## config.mk

```make
export PLATFORM = sky130hd
export DESIGN_NAME = cache_simple_ctrl_flat
export DESIGN_NICKNAME = d
export VERILOG_FILES = /design/src/rtl/cache_simple_ctrl_if.sv /design/src/rtl/cache_simple_ctrl.sv /design/src/flat_wrapper.sv
export SDC_FILE = /design/constraint.sdc
export NUM_CORES = 1
export LEC_CHECK = 0
export ABC_CLOCK_PERIOD_IN_PS = 1630
export CORE_MARGIN = 4
export CORE_UTILIZATION = 38
export CTS_CLUSTER_DIAMETER = 40
export DETAILED_ROUTE_END_ITERATION = 8
export PLACE_DENSITY = 0.84
export RECOVER_POWER = 100
export SETUP_SLACK_MARGIN = 0.05
export SLEW_MARGIN = 10
export SYNTH_ARGS = -nofsm -noshare
export SYNTH_HDL_FRONTEND = slang
export SYNTH_SLANG_ARGS = --single-unit
```

## constraint.sdc

```tcl
create_clock -name clk -period 1.63 [get_ports clk]
set_input_delay 0.163 -clock clk [delete_from_list [all_inputs] [get_ports clk]]
set_output_delay 0.163 -clock clk [all_outputs]
set_load 0.05 [all_outputs]
```

## src/rtl/cache_simple_ctrl_if.sv

```systemverilog
// ---------------------------------------------------------------------------
// cache_simple_ctrl_if
// Groups the four val/rdy streams around the cache controller:
//   proc2cache_reqstream   processor -> cache request
//   proc2cache_respstream  cache -> processor response
//   cache2mem_reqstream    cache -> memory request
//   cache2mem_respstream   memory -> cache response
// Modports:
//   master : the cache controller side (drives cache-owned val/rdy)
//   slave  : the environment side (processor and memory)
//
// Handshake rule on every stream: a transfer happens on a rising clock edge
// where val and rdy are both 1. The producer keeps val (and its payload)
// stable until that edge. rdy never depends on val in the same cycle.
// ---------------------------------------------------------------------------
interface cache_simple_ctrl_if;
    logic proc2cache_reqstream_val;
    logic proc2cache_reqstream_rdy;
    logic proc2cache_respstream_val;
    logic proc2cache_respstream_rdy;
    logic cache2mem_reqstream_val;
    logic cache2mem_reqstream_rdy;
    logic cache2mem_respstream_val;
    logic cache2mem_respstream_rdy;

    modport master (
        input  proc2cache_reqstream_val,
        output proc2cache_reqstream_rdy,
        output proc2cache_respstream_val,
        input  proc2cache_respstream_rdy,
        output cache2mem_reqstream_val,
        input  cache2mem_reqstream_rdy,
        input  cache2mem_respstream_val,
        output cache2mem_respstream_rdy
    );

    modport slave (
        output proc2cache_reqstream_val,
        input  proc2cache_reqstream_rdy,
        input  proc2cache_respstream_val,
        output proc2cache_respstream_rdy,
        input  cache2mem_reqstream_val,
        output cache2mem_reqstream_rdy,
        output cache2mem_respstream_val,
        input  cache2mem_respstream_rdy
    );
endinterface

```

## src/rtl/cache_simple_ctrl.sv

```systemverilog
// ---------------------------------------------------------------------------
// cache_simple_ctrl
// Control unit of a blocking direct-mapped, write-back, write-allocate cache
// (p_num_lines lines of 16 B). It sequences one processor request at a time,
// owns the per-line valid/dirty bits and drives the datapath enables/muxes.
//
// Ports:
//   clk, reset            clock, asynchronous active-low reset
//   hs (master)           val/rdy of proc req/resp and mem req/resp streams
//   cachereq_type/addr    registered request fields from the datapath
//   tag_match             tag array read-out equals request tag
//   *_reg_en, *_ren/wen   datapath register and array enables
//   data_array_wdata_sel  0 request data (byte-enabled), 1 refill line
//   memreq_addr_sel       0 refill address, 1 evict address
//   memreq_type           0 read, 1 write
//   cacheresp_type/hit    response type (echo) and hit flag
//   dbg_state_o           current FSM state
//   dbg_valid_o/dirty_o   per-line valid / dirty bits
// ---------------------------------------------------------------------------
module cache_simple_ctrl #(
    parameter int p_num_lines = 16
) (
    input  logic                   clk,
    input  logic                   reset,
    cache_simple_ctrl_if.master    hs,
    input  logic [2:0]             cachereq_type,
    input  logic [31:0]            cachereq_addr,
    input  logic                   tag_match,
    output logic                   cachereq_reg_en,
    output logic                   memresp_reg_en,
    output logic                   evict_addr_reg_en,
    output logic                   read_data_reg_en,
    output logic                   tag_array_ren,
    output logic                   tag_array_wen,
    output logic                   data_array_ren,
    output logic                   data_array_wen,
    output logic                   data_array_wdata_sel,
    output logic                   memreq_addr_sel,
    output logic [2:0]             memreq_type,
    output logic [2:0]             cacheresp_type,
    output logic [1:0]             cacheresp_hit,
    output logic [3:0]             dbg_state_o,
    output logic [p_num_lines-1:0] dbg_valid_o,
    output logic [p_num_lines-1:0] dbg_dirty_o
);

    localparam int IW = $clog2(p_num_lines);

    typedef enum logic [3:0] {
        S_IDLE              = 4'd0,
        S_TAG_CHECK         = 4'd1,
        S_INIT_DATA_ACCESS  = 4'd2,
        S_READ_DATA_ACCESS  = 4'd3,
        S_WRITE_DATA_ACCESS = 4'd4,
        S_EVICT_PREPARE     = 4'd5,
        S_EVICT_REQUEST     = 4'd6,
        S_EVICT_WAIT        = 4'd7,
        S_REFILL_REQUEST    = 4'd8,
        S_REFILL_WAIT       = 4'd9,
        S_REFILL_UPDATE     = 4'd10,
        S_WAIT              = 4'd11
    } state_t;

    state_t                 state_q;
    logic [p_num_lines-1:0] valid_q;
    logic [p_num_lines-1:0] dirty_q;
    logic                   hit_q;

    logic [IW-1:0] idx;
    logic          hit;
    logic          req_write;
    logic          req_init;
    logic          unused_addr_bits;

    assign idx       = cachereq_addr[4 +: IW];
    assign hit       = tag_match & valid_q[idx];
    assign req_write = (cachereq_type == 3'd1);
    // Any type other than write or init behaves as a read.
    assign req_init  = (cachereq_type == 3'd2);

    assign unused_addr_bits = ^{cachereq_addr[31:4+IW], cachereq_addr[3:0]};

    // State, line status bits and the registered hit flag.
    always_ff @(posedge clk or negedge reset) begin
        if (!reset) begin
            state_q <= S_IDLE;
            valid_q <= '0;
            dirty_q <= '0;
            hit_q   <= 1'b0;
        end else begin
            case (state_q)
                S_IDLE: begin
                    if (hs.proc2cache_reqstream_val) state_q <= S_TAG_CHECK;
                end
                S_TAG_CHECK: begin
                    hit_q <= hit & ~req_init;
                    if (req_init) begin
                        state_q <= S_INIT_DATA_ACCESS;
                    end else if (hit) begin
                        state_q <= req_write ? S_WRITE_DATA_ACCESS : S_READ_DATA_ACCESS;
                    end else if (valid_q[idx] & dirty_q[idx]) begin
                        // Victim holds modified data: write it back first.
                        state_q <= S_EVICT_PREPARE;
                    end else begin
                        state_q <= S_REFILL_REQUEST;
                    end
                end
                S_INIT_DATA_ACCESS: begin
                    valid_q[idx] <= 1'b1;
                    dirty_q[idx] <= 1'b0;
                    state_q      <= S_WAIT;
                end
                S_READ_DATA_ACCESS: begin
                    state_q <= S_WAIT;
                end
                S_WRITE_DATA_ACCESS: begin
                    dirty_q[idx] <= 1'b1;
                    state_q      <= S_WAIT;
                end
                S_EVICT_PREPARE: begin
                    state_q <= S_EVICT_REQUEST;
                end
                S_EVICT_REQUEST: begin
                    if (hs.cache2mem_reqstream_rdy) state_q <= S_EVICT_WAIT;
                end
                S_EVICT_WAIT: begin
                    if (hs.cache2mem_respstream_val) state_q <= S_REFILL_REQUEST;
                end
                S_REFILL_REQUEST: begin
                    if (hs.cache2mem_reqstream_rdy) state_q <= S_REFILL_WAIT;
                end
                S_REFILL_WAIT: begin
                    if (hs.cache2mem_respstream_val) state_q <= S_REFILL_UPDATE;
                end
                S_REFILL_UPDATE: begin
                    valid_q[idx] <= 1'b1;
                    dirty_q[idx] <= 1'b0;
                    // The write then merges on top of the clean refilled line.
                    state_q <= req_write ? S_WRITE_DATA_ACCESS : S_READ_DATA_ACCESS;
                end
                S_WAIT: begin
                    if (hs.proc2cache_respstream_rdy) state_q <= S_IDLE;
                end
                default: begin
                    state_q <= S_IDLE;
                end
            endcase
        end
    end

    // Moore decode of the control outputs. Gated by reset so that every
    // output reads 0 while reset is held, even though IDLE normally
    // advertises rdy.
    always_comb begin
        hs.proc2cache_reqstream_rdy  = 1'b0;
        hs.proc2cache_respstream_val = 1'b0;
        hs.cache2mem_reqstream_val   = 1'b0;
        hs.cache2mem_respstream_rdy  = 1'b0;
        cachereq_reg_en      = 1'b0;
        memresp_reg_en       = 1'b0;
        evict_addr_reg_en    = 1'b0;
        read_data_reg_en     = 1'b0;
        tag_array_ren        = 1'b0;
        tag_array_wen        = 1'b0;
        data_array_ren       = 1'b0;
        data_array_wen       = 1'b0;
        data_array_wdata_sel = 1'b0;
        memreq_addr_sel      = 1'b0;
        memreq_type          = 3'd0;
        cacheresp_hit        = 2'd0;
        if (reset) begin
            case (state_q)
                S_IDLE: begin
                    hs.proc2cache_reqstream_rdy = 1'b1;
                    cachereq_reg_en             = 1'b1;
                end
                S_TAG_CHECK: begin
                    tag_array_ren = 1'b1;
                end
                S_INIT_DATA_ACCESS: begin
                    tag_array_wen  = 1'b1;
                    data_array_wen = 1'b1;
                end
                S_READ_DATA_ACCESS: begin
                    data_array_ren   = 1'b1;
                    read_data_reg_en = 1'b1;
                end
                S_WRITE_DATA_ACCESS: begin
                    data_array_wen = 1'b1;
                end
                S_EVICT_PREPARE: begin
                    tag_array_ren     = 1'b1;
                    data_array_ren    = 1'b1;
                    evict_addr_reg_en = 1'b1;
                    read_data_reg_en  = 1'b1;
                end
                S_EVICT_REQUEST: begin
                    hs.cache2mem_reqstream_val = 1'b1;
                    memreq_type                = 3'd1;
                    memreq_addr_sel            = 1'b1;
                end
                S_EVICT_WAIT: begin
                    hs.cache2mem_respstream_rdy = 1'b1;
                end
                S_REFILL_REQUEST: begin
                    hs.cache2mem_reqstream_val = 1'b1;
                end
                S_REFILL_WAIT: begin
                    hs.cache2mem_respstream_rdy = 1'b1;
                    memresp_reg_en              = 1'b1;
                end
                S_REFILL_UPDATE: begin
                    tag_array_wen        = 1'b1;
                    data_array_wen       = 1'b1;
                    data_array_wdata_sel = 1'b1;
                end
                S_WAIT: begin
                    hs.proc2cache_respstream_val = 1'b1;
                    cacheresp_hit                = {1'b0, hit_q};
                end
                default: begin
                end
            endcase
        end
    end

    assign cacheresp_type = cachereq_type;
    assign dbg_state_o    = state_q;
    assign dbg_valid_o    = valid_q;
    assign dbg_dirty_o    = dirty_q;

endmodule

```

## src/flat_wrapper.sv

```systemverilog
// flat-port wrapper written by rule: the top's interface ports become plain ports
module cache_simple_ctrl_flat 
#(
    parameter int p_num_lines = 16
)
  (clk, reset, cachereq_type, cachereq_addr, tag_match, cachereq_reg_en, memresp_reg_en, evict_addr_reg_en, read_data_reg_en, tag_array_ren, tag_array_wen, data_array_ren, data_array_wen, data_array_wdata_sel, memreq_addr_sel, memreq_type, cacheresp_type, cacheresp_hit, dbg_state_o, dbg_valid_o, dbg_dirty_o, hs_proc2cache_reqstream_val, hs_proc2cache_reqstream_rdy, hs_proc2cache_respstream_val, hs_proc2cache_respstream_rdy, hs_cache2mem_reqstream_val, hs_cache2mem_reqstream_rdy, hs_cache2mem_respstream_val, hs_cache2mem_respstream_rdy);
  cache_simple_ctrl_if hs_i ();
  input  logic clk;
  input  logic reset;
  input  logic [2:0] cachereq_type;
  input  logic [31:0] cachereq_addr;
  input  logic tag_match;
  output logic cachereq_reg_en;
  output logic memresp_reg_en;
  output logic evict_addr_reg_en;
  output logic read_data_reg_en;
  output logic tag_array_ren;
  output logic tag_array_wen;
  output logic data_array_ren;
  output logic data_array_wen;
  output logic data_array_wdata_sel;
  output logic memreq_addr_sel;
  output logic [2:0] memreq_type;
  output logic [2:0] cacheresp_type;
  output logic [1:0] cacheresp_hit;
  output logic [3:0] dbg_state_o;
  output logic [p_num_lines-1:0] dbg_valid_o;
  output logic [p_num_lines-1:0] dbg_dirty_o;
  input wire logic [$bits(hs_i.proc2cache_reqstream_val)-1:0] hs_proc2cache_reqstream_val;
  output wire logic [$bits(hs_i.proc2cache_reqstream_rdy)-1:0] hs_proc2cache_reqstream_rdy;
  output wire logic [$bits(hs_i.proc2cache_respstream_val)-1:0] hs_proc2cache_respstream_val;
  input wire logic [$bits(hs_i.proc2cache_respstream_rdy)-1:0] hs_proc2cache_respstream_rdy;
  output wire logic [$bits(hs_i.cache2mem_reqstream_val)-1:0] hs_cache2mem_reqstream_val;
  input wire logic [$bits(hs_i.cache2mem_reqstream_rdy)-1:0] hs_cache2mem_reqstream_rdy;
  input wire logic [$bits(hs_i.cache2mem_respstream_val)-1:0] hs_cache2mem_respstream_val;
  output wire logic [$bits(hs_i.cache2mem_respstream_rdy)-1:0] hs_cache2mem_respstream_rdy;
  assign hs_i.proc2cache_reqstream_val = hs_proc2cache_reqstream_val;
  assign hs_proc2cache_reqstream_rdy = hs_i.proc2cache_reqstream_rdy;
  assign hs_proc2cache_respstream_val = hs_i.proc2cache_respstream_val;
  assign hs_i.proc2cache_respstream_rdy = hs_proc2cache_respstream_rdy;
  assign hs_cache2mem_reqstream_val = hs_i.cache2mem_reqstream_val;
  assign hs_i.cache2mem_reqstream_rdy = hs_cache2mem_reqstream_rdy;
  assign hs_i.cache2mem_respstream_val = hs_cache2mem_respstream_val;
  assign hs_cache2mem_respstream_rdy = hs_i.cache2mem_respstream_rdy;
  cache_simple_ctrl #(.p_num_lines(p_num_lines)) u_core (.clk(clk), .reset(reset), .hs(hs_i), .cachereq_type(cachereq_type), .cachereq_addr(cachereq_addr), .tag_match(tag_match), .cachereq_reg_en(cachereq_reg_en), .memresp_reg_en(memresp_reg_en), .evict_addr_reg_en(evict_addr_reg_en), .read_data_reg_en(read_data_reg_en), .tag_array_ren(tag_array_ren), .tag_array_wen(tag_array_wen), .data_array_ren(data_array_ren), .data_array_wen(data_array_wen), .data_array_wdata_sel(data_array_wdata_sel), .memreq_addr_sel(memreq_addr_sel), .memreq_type(memreq_type), .cacheresp_type(cacheresp_type), .cacheresp_hit(cacheresp_hit), .dbg_state_o(dbg_state_o), .dbg_valid_o(dbg_valid_o), .dbg_dirty_o(dbg_dirty_o));
endmodule
```

==> summary.txt <==
Status
  – Status: finished, violations left
  – Violated checks: setup timing

Critical path
  – Reg-to-reg endpoint: u_core.dbg_state_o[3]$_DFFE_PN0P_
  – Setup crit start kind: register
  – Worst-path maximum fanout: 5
  – CP endpoint kind: register
  – Crit path max-delay family: compound AO/OA/AOI/OAI gates
  – WP data required: 1.79 ns
  – WP buf/inv: 2
  – Worst R2R Path Depth: 7
  – RR Startpoint: u_core.dbg_state_o[1]$_DFFE_PN0P_
  – Reg2Reg Setup Slack: -0.22 ns
  – CP peak stage delay: approximately 0.46 ns
  – Slowest cell on crit path: dfrtp_2
  – CP Class: reg -> reg
  – Critical path arrival: approximately 2 ns
  – Critical path cell sequence: buf_6 -> buf_4 -> nor4_2 -> o31ai_2 -> o21a_2 -> a221oi_2 -> o32ai_2

Final layout
  – Nets: between 400 and 500
  – Most frequent cells in the layout: 78 x buf_4, 34 x a21oi_1, 30 x dfrtp_2
  – Layout cells sized above 1: about two thirds
  – Diode count: 0
  – Final instance area: between 0.004 and 0.005 mm²
  – # fillers: between 300 and 400
  – Area delta synth->final: 96.2%
  – Commonest non-fill, non-tap cell in the layout: buf_4

Clocking
  – Clk Latency, worst-skew pair: 0.29 ns
  – CTS Hold Bufs: 0
  – CTS clk-pin slew, worst paths: 0.08 ns
  – Root Driver: clkbuf_8
  – CTS tree: done
  – Max clock buf depth: 2
  – Number of clock sinks: 37
  – TritonCTS buffer count: 5
  – # H-tree levels: 2

Route
  – First drt pass iteration count: 5
  – DRC Markers: 0
  – Iteration-0 DRC Markers: 96
  – Antenna-violating nets left: 0
  – Vias: 2500
  – Vias per inst: between 5 and 6
  – DR WL/cell: 19.0 µm
  – Total routed wirelength: 8390 µm

Power and ir drop
  – Int Pwr: ~4.3 mW
  – Clk pwr share: a little over a tenth
  – Comb pwr share: between 60 and 70%
  – Tot Pwr: 8.08 mW
  – Worst IR Drop VDD: roughly 1.3 mV
  – Cell leakage power: 1.96 nW
  – NetSw: approximately 3.8 mW
  – Switching share of power: roughly 47%
  – Pwr dens: about 1900 mW/mm²
  – Sequential share of power: 20.5%

Yosys
  – Ys flop type: dfrtp_1
  – Syn avg cell area: ~9.4 µm²
  – Synthesized area: 0.00222 mm²
  – Distinct cells, synth: 48
  – Synth Register Bits: 37
  – FFs w/ async S/R, synth: 100%
  – Mapped Cells: approximately 240
  – Sequential fraction of the synthesis area: 41.7%
  – YS warnings: 0
  – Number of flops mapped to enable cells by yosys: 0

Floorplan
  – Die area: 0.00713 mm²
  – CORE AREA: 0.00557 mm²
  – Cell row count: 27
  – Die H: around 84 µm
  – Initial core utilization: approximately 40%
  – # IOs: 100
  – DIE WIDTH: ~84 µm

GRT
  – Pin count of the biggest net entering global routing: 24
  – Congestion Overflow GR: 0
  – GRT Total Usage: approximately 22%
  – Via count of the first global-routing pass: around 2600
  – Initial antenna violation count: 0
  – First-pass GRT wire length: 13000 µm

STA
  – Max-slew violation count: 0
  – Min Tclk post-route: 1.85 ns
  – RSZ-0062 raised after global routing: yes
  – Maximum clock rate: 541 MHz
  – Hold Fails Final Rpt: 0
  – Final period util: 113%
  – Worst Skew: 0.00700 ns
  – Final Worst Setup Slack: -0.218 ns
  – Hold slack final: between 0.02 and 0.03 ns
  – Final setup fails: 19

Place
  – PortBufs: just under 70
  – Pre-CTS WS: -0.410 ns
  – DP Area: ~0.0036 mm²
  – Detailed Place HPWL: roughly 5500 µm
  – RePlAce Congestion: between 0.8 and 0.9

Run
  – Maxcap violations: 0

Hold path
  – Hold Crit Class: in -> async
cell type report:
cell class                      count  area [µm²]  area share, %
Tap cell                           72        90.1           2.07
Multi-Input combinational cell    172        1560           35.8
Clock inverter                      2        37.5          0.862
Inverter                            7        33.8          0.776
Clock buffer                        6        82.6           1.90
Timing Repair Buffer              146        1590           36.5
Sequential cell                    37         963           22.1
cells by family (layout without fill, tap and decap cells):
family,after synthesis,in the layout,share of synthesized area [%]
xor+xnor,2,2,0.789
buf+inv,30,161,7.89
flops,37,37,41.7
compound gates,83,83,24.4
simple gates,67,67,16.0
other cells,1,3,0.169
mux,17,17,9.13
timing repair:
action,4_1_cts,5_1_grt
gates resized for setup,41,52
pin swaps,11,17
endpoints found under the hold margin,0,0
setup buffers,13,15
setup endpoints to repair,39,43
gates cloned,1,0
cells in the mapped netlist, types with 5 or more instances:
master	number	area (µm²)
nand2_1	10	37.5
inv_1	7	26.3
mux2_2	6	67.6
a21boi_0	5	37.5
a21oi_1	38	190
nor3_1	8	40.0
mux2i_1	9	90.1
buf_4	9	67.6
a21o_1	18	135
nor2_1	17	63.8
dfrtp_1	37	926
nor2b_1	6	37.5
clkbuf_1	7	26.3
power groups by stage:
stage	Combinational [mW]	Sequential [mW]	Clock (mW)
3_5_place_dp	4.44	1.66	0
5_1_grt	5.83	1.69	0.909
6_report	5.59	1.66	0.837
3_3_place_gp	4.36	1.65	0
2_1_floorplan	1.80	2.65	0
4_1_cts	4.97	1.64	0.849
worst register-to-register path, delay by kind of cell, from the launching register on:
family                 cells  cell delay, ns
buffers and inverters      2            0.28
and+or+nand+nor            1            0.23
DFF                        1            0.46
AOI/OAI and AO/OA          4            0.74
worst max-delay path by stage:
stage,from,to,slack [ns],depth (start not counted)
after floorplan,u_core.dbg_state_o[2]$_DFFE_PN0P_,read_data_reg_en,-0.26,5
after global placement,cachereq_addr[5],u_core.dbg_state_o[2]$_DFFE_PN0P_,-0.38,7
after detailed placement,cachereq_addr[5],u_core.dbg_state_o[2]$_DFFE_PN0P_,-0.41,7
after CTS,u_core.dbg_state_o[2]$_DFFE_PN0P_,hs_cache2mem_reqstream_val,-0.11,6
after global routing,u_core.dbg_state_o[1]$_DFFE_PN0P_,u_core.dbg_state_o[3]$_DFFE_PN0P_,-0.27,7
final,u_core.dbg_state_o[1]$_DFFE_PN0P_,u_core.dbg_state_o[3]$_DFFE_PN0P_,-0.22,7
routing by layer:
metal | vias up | wire, µm | global-route usage [%]
li1 | 1111 | - | -
met1 | 1249 | 3190 | 26.6
met2 | 111 | 4430 | 40.1
met3 | 29 | 445 | 3.73
met4 | 0 | 324 | 9.21
met5 | - | 0 | 0
metrics by stage:
stage	util [%]	setup TNS, ns	cells
2_1_floorplan	-	-1.01	239
3_5_place_dp	65.1	-2.96	409
5_1_grt	78.1	-2.83	442
3_3_place_gp	65.1	-2.44	409
4_1_cts	72.5	-0.979	431
6_report	78.1	-1.61	442
Power figures use the tool's default switching activity.
